[src/rtl/kbd_pkg.sv]
// kbd_pkg: shared definitions for the keyboard receive shifter.
//   kbd_state_e   : receive FSM state encoding
//   KBD_DATA_BITS : default data bits per XT frame
//   KBD_START_BIT : level of a valid XT start bit
package kbd_pkg;

    typedef enum logic [1:0] {
        IDLE  = 2'd0,
        SHIFT = 2'd1,
        FULL  = 2'd2
    } kbd_state_e;

    localparam int unsigned KBD_DATA_BITS = 8;
    localparam logic        KBD_START_BIT = 1'b1;

endpackage : kbd_pkg

[src/rtl/kbd_shift_sync_edge.sv]
// kbd_shift_sync_edge: multi-flop synchronizer for an asynchronous line plus a
// history flop for falling-edge detection.
//   clk, reset_n : system clock, async active-low reset (flops reset to 1 = idle line)
//   sig_i        : raw asynchronous input
//   sync_o       : synchronized level
//   fall_c       : high for one clk when the synchronized level goes 1 -> 0
//                  (gate of flop outputs only, no path from sig_i)
module kbd_shift_sync_edge #(
    parameter int unsigned SYNC_STAGES = 2
) (
    input  logic clk,
    input  logic reset_n,
    input  logic sig_i,
    output logic sync_o,
    output logic fall_c
);

    logic [SYNC_STAGES-1:0] sync_q;
    logic                   hist_q;

    // Synchronizer chain and edge history; idle level of the lines is 1.
    always_ff @(posedge clk or negedge reset_n) begin
        if (!reset_n) begin
            sync_q <= '1;
            hist_q <= 1'b1;
        end else begin
            sync_q <= {sync_q[SYNC_STAGES-2:0], sig_i};
            hist_q <= sync_q[SYNC_STAGES-1];
        end
    end

    assign sync_o = sync_q[SYNC_STAGES-1];
    assign fall_c = hist_q & ~sync_q[SYNC_STAGES-1];

endmodule : kbd_shift_sync_edge

[src/rtl/kbd_shift.sv]
// kbd_shift: XT keyboard receive shifter. Assembles start(1) + DATA_BITS data
// bits (LSB first) sampled on kbd_clk falling edges, holds the scan code and
// raises irq until software clears it.
//   clk, reset_n    : system clock, async active-low reset
//   kbd_clk_in      : raw keyboard clock (async)
//   kbd_data_in     : raw keyboard data (async)
//   kbd_clr         : software clear/inhibit, level, active-high
//   scan_code       : last completed scan code
//   irq             : scan code available
//   kbd_data_hold_n : low = hold keyboard data line low (inhibit)
//   frame_err       : one-cycle pulse on bad start bit or timeout
module kbd_shift
    import kbd_pkg::*;
#(
    parameter int unsigned SYNC_STAGES = 2,
    parameter int unsigned DATA_BITS   = KBD_DATA_BITS,
    parameter int unsigned TIMEOUT_CYC = 20000
) (
    input  logic                 clk,
    input  logic                 reset_n,
    input  logic                 kbd_clk_in,
    input  logic                 kbd_data_in,
    input  logic                 kbd_clr,
    output logic [DATA_BITS-1:0] scan_code,
    output logic                 irq,
    output logic                 kbd_data_hold_n,
    output logic                 frame_err
);

    localparam int unsigned CNT_W = $clog2(DATA_BITS + 1);
    localparam int unsigned TMO_W = $clog2(TIMEOUT_CYC);

    logic clk_s;
    logic fall;
    logic data_s;
    logic data_fall_unused;

    kbd_shift_sync_edge #(.SYNC_STAGES(SYNC_STAGES)) u_sync_clk (
        .clk     (clk),
        .reset_n (reset_n),
        .sig_i   (kbd_clk_in),
        .sync_o  (clk_s),
        .fall_c  (fall)
    );

    kbd_shift_sync_edge #(.SYNC_STAGES(SYNC_STAGES)) u_sync_data (
        .clk     (clk),
        .reset_n (reset_n),
        .sig_i   (kbd_data_in),
        .sync_o  (data_s),
        .fall_c  (data_fall_unused)
    );

    kbd_state_e           state_q,  state_d;
    logic [DATA_BITS-1:0] shreg_q,  shreg_d;
    logic [DATA_BITS-1:0] scan_q,   scan_d;
    logic [CNT_W-1:0]     bitcnt_q, bitcnt_d;
    logic [TMO_W-1:0]     tmo_q,    tmo_d;
    logic                 irq_q,    irq_d;
    logic                 hold_n_q, hold_n_d;
    logic                 ferr_q,   ferr_d;
    logic [DATA_BITS-1:0] shifted;

    // clk_s only feeds the edge detector.
    logic clk_s_unused;
    assign clk_s_unused = clk_s;

    // Next-state and next-output logic; kbd_clr overrides every state.
    always_comb begin
        state_d  = state_q;
        shreg_d  = shreg_q;
        scan_d   = scan_q;
        bitcnt_d = bitcnt_q;
        tmo_d    = tmo_q;
        irq_d    = irq_q;
        hold_n_d = 1'b1;
        ferr_d   = 1'b0;
        shifted  = {data_s, shreg_q[DATA_BITS-1:1]};

        if (kbd_clr) begin
            state_d  = IDLE;
            shreg_d  = '0;
            scan_d   = '0;
            bitcnt_d = '0;
            tmo_d    = '0;
            irq_d    = 1'b0;
            hold_n_d = 1'b0;
        end else begin
            unique case (state_q)
                IDLE: begin
                    if (fall) begin
                        if (data_s == KBD_START_BIT) begin
                            state_d  = SHIFT;
                            bitcnt_d = '0;
                            tmo_d    = '0;
                        end else begin
                            ferr_d = 1'b1;
                        end
                    end
                end
                SHIFT: begin
                    if (fall) begin
                        // A fall always beats the timeout terminal count.
                        shreg_d  = shifted;
                        bitcnt_d = bitcnt_q + CNT_W'(1);
                        tmo_d    = '0;
                        if (bitcnt_q == CNT_W'(DATA_BITS - 1)) begin
                            // Publish on the same edge so irq lags the last fall by one clk.
                            state_d  = FULL;
                            scan_d   = shifted;
                            irq_d    = 1'b1;
                            hold_n_d = 1'b0;
                        end
                    end else if (tmo_q == TMO_W'(TIMEOUT_CYC - 1)) begin
                        state_d  = IDLE;
                        bitcnt_d = '0;
                        tmo_d    = '0;
                        ferr_d   = 1'b1;
                    end else begin
                        tmo_d = tmo_q + TMO_W'(1);
                    end
                end
                FULL: begin
                    hold_n_d = 1'b0;
                end
                default: begin
                    state_d = IDLE;
                end
            endcase
        end
    end

    // State and output registers.
    always_ff @(posedge clk or negedge reset_n) begin
        if (!reset_n) begin
            state_q  <= IDLE;
            shreg_q  <= '0;
            scan_q   <= '0;
            bitcnt_q <= '0;
            tmo_q    <= '0;
            irq_q    <= 1'b0;
            hold_n_q <= 1'b1;
            ferr_q   <= 1'b0;
        end else begin
            state_q  <= state_d;
            shreg_q  <= shreg_d;
            scan_q   <= scan_d;
            bitcnt_q <= bitcnt_d;
            tmo_q    <= tmo_d;
            irq_q    <= irq_d;
            hold_n_q <= hold_n_d;
            ferr_q   <= ferr_d;
        end
    end

    assign scan_code       = scan_q;
    assign irq             = irq_q;
    assign kbd_data_hold_n = hold_n_q;
    assign frame_err       = ferr_q;

endmodule : kbd_shift

[config.mk]
export PLATFORM = sky130hd
export DESIGN_NAME = kbd_shift
export DESIGN_NICKNAME = d
export VERILOG_FILES = /design/src/rtl/kbd_pkg.sv /design/src/rtl/kbd_shift_sync_edge.sv /design/src/rtl/kbd_shift.sv
export SDC_FILE = /design/constraint.sdc
export NUM_CORES = 1
export LEC_CHECK = 0
export ABC_AREA = 1
export ABC_CLOCK_PERIOD_IN_PS = 1600
export CELL_PAD_IN_SITES_DETAIL_PLACEMENT = 1
export CELL_PAD_IN_SITES_GLOBAL_PLACEMENT = 1
export CORE_MARGIN = 10
export CORE_UTILIZATION = 46
export CTS_BUF_LIST = sky130_fd_sc_hd__clkbuf_8
export DETAILED_ROUTE_END_ITERATION = 16
export GPL_TIMING_DRIVEN = 1
export PLACE_DENSITY_LB_ADDON = 0.1
export RECOVER_POWER = 50
export SETUP_SLACK_MARGIN = 0.15
export SLEW_MARGIN = 0
export SYNTH_ARGS = -nofsm -noshare
export SYNTH_HDL_FRONTEND = slang
export SYNTH_HIERARCHICAL = 1
export SYNTH_SLANG_ARGS = --single-unit
[constraint.sdc]
create_clock -name clk -period 1.6 [get_ports clk]
set_input_delay 0.4 -clock clk [delete_from_list [all_inputs] [get_ports clk]]
set_output_delay 0.4 -clock clk [all_outputs]
set_load 0.01 [all_outputs]
==> run metrics <==
result of the run completed; Cell Count, Final, Fillers Out 360; CTS tree yes; die area 7880 µm²; WL met3 around 210 µm; cell leakage power 0.00132 µW; area growth from synthesis to layout 26.4%; Longest Clk Path Bufs 2; WL/cell between 15 and 20 µm; hold-fix buffers at CTS 0; worst reg2reg startpoint u_sync_clk/hist_q$_DFF_PN1_; Max H-tree Level 2; Die H 88.8 µm; ratio of cells with drive above 1 in the final layout 29.9%; antenna violations before repair 0; detail-routed via count per cell 5.25; worst setup path category reg -> reg; worst-case setup slack after placement -0.258 ns; width of the chip 88.8 µm; Area after DPL 2510 µm²; number of placed cells counting well taps 345; Slew Limit Headroom 28.3%; starting density of the core between 40 and 50%; final RePlAce weighted congestion 0.821; clock period minus worst slack 1.55 ns; total non-filler cell area in the finished layout 2750 µm²; Critical Path Fanout Max 3; total inserted antenna cells 0; buffers added on ports 15; count of final hold-check violations 0; detailed-route wire length on metal 1 2540 µm; Reg clk slew, reported paths 0.08 ns; cell count of the worst reg-to-reg path 10; endpoint kind of the worst setup timing path flip-flop; Mean Syn Cell Area 8.25 µm²; area of the core 4470 µm²; actual transition at the worst max-transition pin 1.08 ns; Worst Path Required 1.83 ns; number of global-route vias before repair between 1,500 and 2,000; net count after synthesis between 200 and 300; number of buffers inserted during clock tree synthesis 5; PwrDens just under 800 nW/µm²; top-level port count 16; start point of the worst hold path u_sync_clk/sync_q[0]$_DFF_PN1_; sink of the worst hold path u_sync_clk/sync_q[1]$_DFF_PN1_; DRC violation count after routing 0; category of the worst setup path launch point flip-flop; endpoint of the worst register-to-register path tmo_q[13]$_DFFE_PN0P_; all-layer global routing usage 15.0%; Peak Freq 647 MHz; total of warnings raised by yosys 6; NumNets Final 314; global route total overflow 0; Iteration-0 DRC Markers 74; Maximum Capacitance Violations 0; setup slack of the most critical reg-to-reg path 0.05 ns; worst vdd ir 0.000554 V; data arrival time at the worst-slack endpoint approximately 1.8 ns; synthesized cell area 2180 µm²; Hold/Removal Path Class reg -> reg; number of setup violations in the final report 0; amount of wire on met2 after detailed routing 2830 µm; length of the first detailed-routing pass in iterations 4; top layer in use met4; Skew-Pair Late Insertion Delay 0.29 ns; first-pass GRT wire length 9310 µm; count of final max-slew check failures 0; fin crit share between 90% and 100%; post-route clock skew between 0.007 and 0.008 ns; CTS sink cnt 44; post-route setup slack 0.0540 ns; post-DP HPWL around 3800 µm; pin count of the biggest net entering global routing 45; Root Buffer Master sky130_fd_sc_hd__clkbuf_8; depth of the worst hold-timing path 0; total number of vias 1,891; cell row count 24; cell count after synthesis 264; RSZ-0062 raised after global routing true; WL final 5600 µm; count of antenna-violating nets left after detailed routing 0
[power by group]
| part | total [µW] | internal, µW | switching [µW] |
|---|---|---|---|
| Sequential | 1160 | 1140 | 19.3 |
| Clock | 678 | 304 | 374 |
| Combinational | 301 | 103 | 198 |
| Total | 2140 | 1550 | 591 |
[flip-flops by register name, indices dropped and copies added, names as in the netlist]
signal	flops
u_sync_clk/hist_q	1
irq	1
scan_code	8
kbd_data_hold_n	1
u_sync_clk/sync_q	2
shreg_q	7
state_q	2
frame_err	1
tmo_q	15
u_sync_data/sync_q	2
bitcnt_q	4
[layer usage]
metal / vias to the layer above / GRT usage, %
met5: - / 0
met2: 28 / 24.6
met3: 2 / 3.68
met4: 0 / 3.08
met1: 952 / 19.5
li1: 909 / -
[critical path: stages, from the launching register on]
cell,delay [ns]
sky130_fd_sc_hd__dfstp_2,0.53
sky130_fd_sc_hd__inv_2,0.04
sky130_fd_sc_hd__nor2_4,0.12
sky130_fd_sc_hd__buf_4,0.14
sky130_fd_sc_hd__buf_6,0.10
sky130_fd_sc_hd__nand2_2,0.06
sky130_fd_sc_hd__nand3_2,0.08
sky130_fd_sc_hd__nand3_4,0.09
sky130_fd_sc_hd__nor2_2,0.12
sky130_fd_sc_hd__nand2_1,0.07
sky130_fd_sc_hd__a21oi_2,0.12
[worst max path at each step]
| stage | start | endpoint | cells after the start |
|---|---|---|---|
| 2_1_floorplan | u_sync_clk/hist_q$_DFF_PN1_ | scan_code[0]$_DFFE_PN0P_ | 9 |
| 3_3_place_gp | kbd_clr | tmo_q[14]$_DFFE_PN0P_ | 8 |
| 3_5_place_dp | kbd_clr | tmo_q[14]$_DFFE_PN0P_ | 8 |
| 4_1_cts | u_sync_clk/hist_q$_DFF_PN1_ | tmo_q[14]$_DFFE_PN0P_ | 9 |
| 5_1_grt | tmo_q[0]$_DFFE_PN0P_ | tmo_q[11]$_DFFE_PN0P_ | 9 |
| 6_report | u_sync_clk/hist_q$_DFF_PN1_ | tmo_q[13]$_DFFE_PN0P_ | 10 |
[cell usage in the layout, fill, tap and decap left out, types with 2 or more instances in the layout]
cell type                         instances
sky130_fd_sc_hd__nand3_1                  9
sky130_fd_sc_hd__inv_4                    2
sky130_fd_sc_hd__o21a_1                   2
sky130_fd_sc_hd__clkinv_2                 3
sky130_fd_sc_hd__buf_4                   18
sky130_fd_sc_hd__inv_1                   28
sky130_fd_sc_hd__nand2_1                 68
sky130_fd_sc_hd__clkdlybuf4s50_1          2
sky130_fd_sc_hd__nor3_1                   5
sky130_fd_sc_hd__nand3_2                  4
sky130_fd_sc_hd__inv_8                    2
sky130_fd_sc_hd__nand2_4                  3
sky130_fd_sc_hd__nand3_4                  3
sky130_fd_sc_hd__nor2_4                   5
sky130_fd_sc_hd__xnor2_1                  2
sky130_fd_sc_hd__clkbuf_2                 2
sky130_fd_sc_hd__xor2_1                   4
sky130_fd_sc_hd__nor2_2                   9
sky130_fd_sc_hd__a21oi_2                  2
sky130_fd_sc_hd__inv_2                    4
sky130_fd_sc_hd__o21ai_1                  4
sky130_fd_sc_hd__o21ai_0                 10
sky130_fd_sc_hd__buf_6                    4
sky130_fd_sc_hd__dfrtp_1                 38
sky130_fd_sc_hd__dlygate4sd2_1           11
sky130_fd_sc_hd__nand2_2                 13
sky130_fd_sc_hd__clkbuf_8                 5
sky130_fd_sc_hd__dfstp_2                  6
sky130_fd_sc_hd__nor2_1                  24
sky130_fd_sc_hd__nand4_1                  5
[per-stage QoR]
| stage | TNS (ns) | hold WS [ns] | util [%] | power [µW] |
|---|---|---|---|---|
| after floorplan | 0 | 0.104 | - | 1300 |
| after global placement | -3.65 | 0.347 | 56.2 | 1420 |
| after detailed placement | -5.69 | 0.349 | 56.2 | 1420 |
| after CTS | 0 | 0.0827 | 59.5 | 2140 |
| after global routing | -0.472 | 0.370 | 61.5 | 2250 |
| final | 0 | 0.362 | 61.5 | 2140 |
[what timing repair did]
action | 4_1_cts | 5_1_grt
setup endpoints to repair | 38 | 37
pin swaps | 6 | 11
setup buffers | 3 | 3
cloned | 1 | 0
resized for setup | 30 | 26
[layout make-up]
type,instances,area [µm²]
Clock buffer,5,68.8
Clock inverter,3,18.8
Fill cell,551,1720
Inverter,37,158
Multi-Input combinational cell,180,1010
Sequential cell,44,1110
Tap cell,52,65.1
Timing Repair Buffer,38,312
Timing Repair inverter,1,11.3
Power figures use the tool's default switching activity.
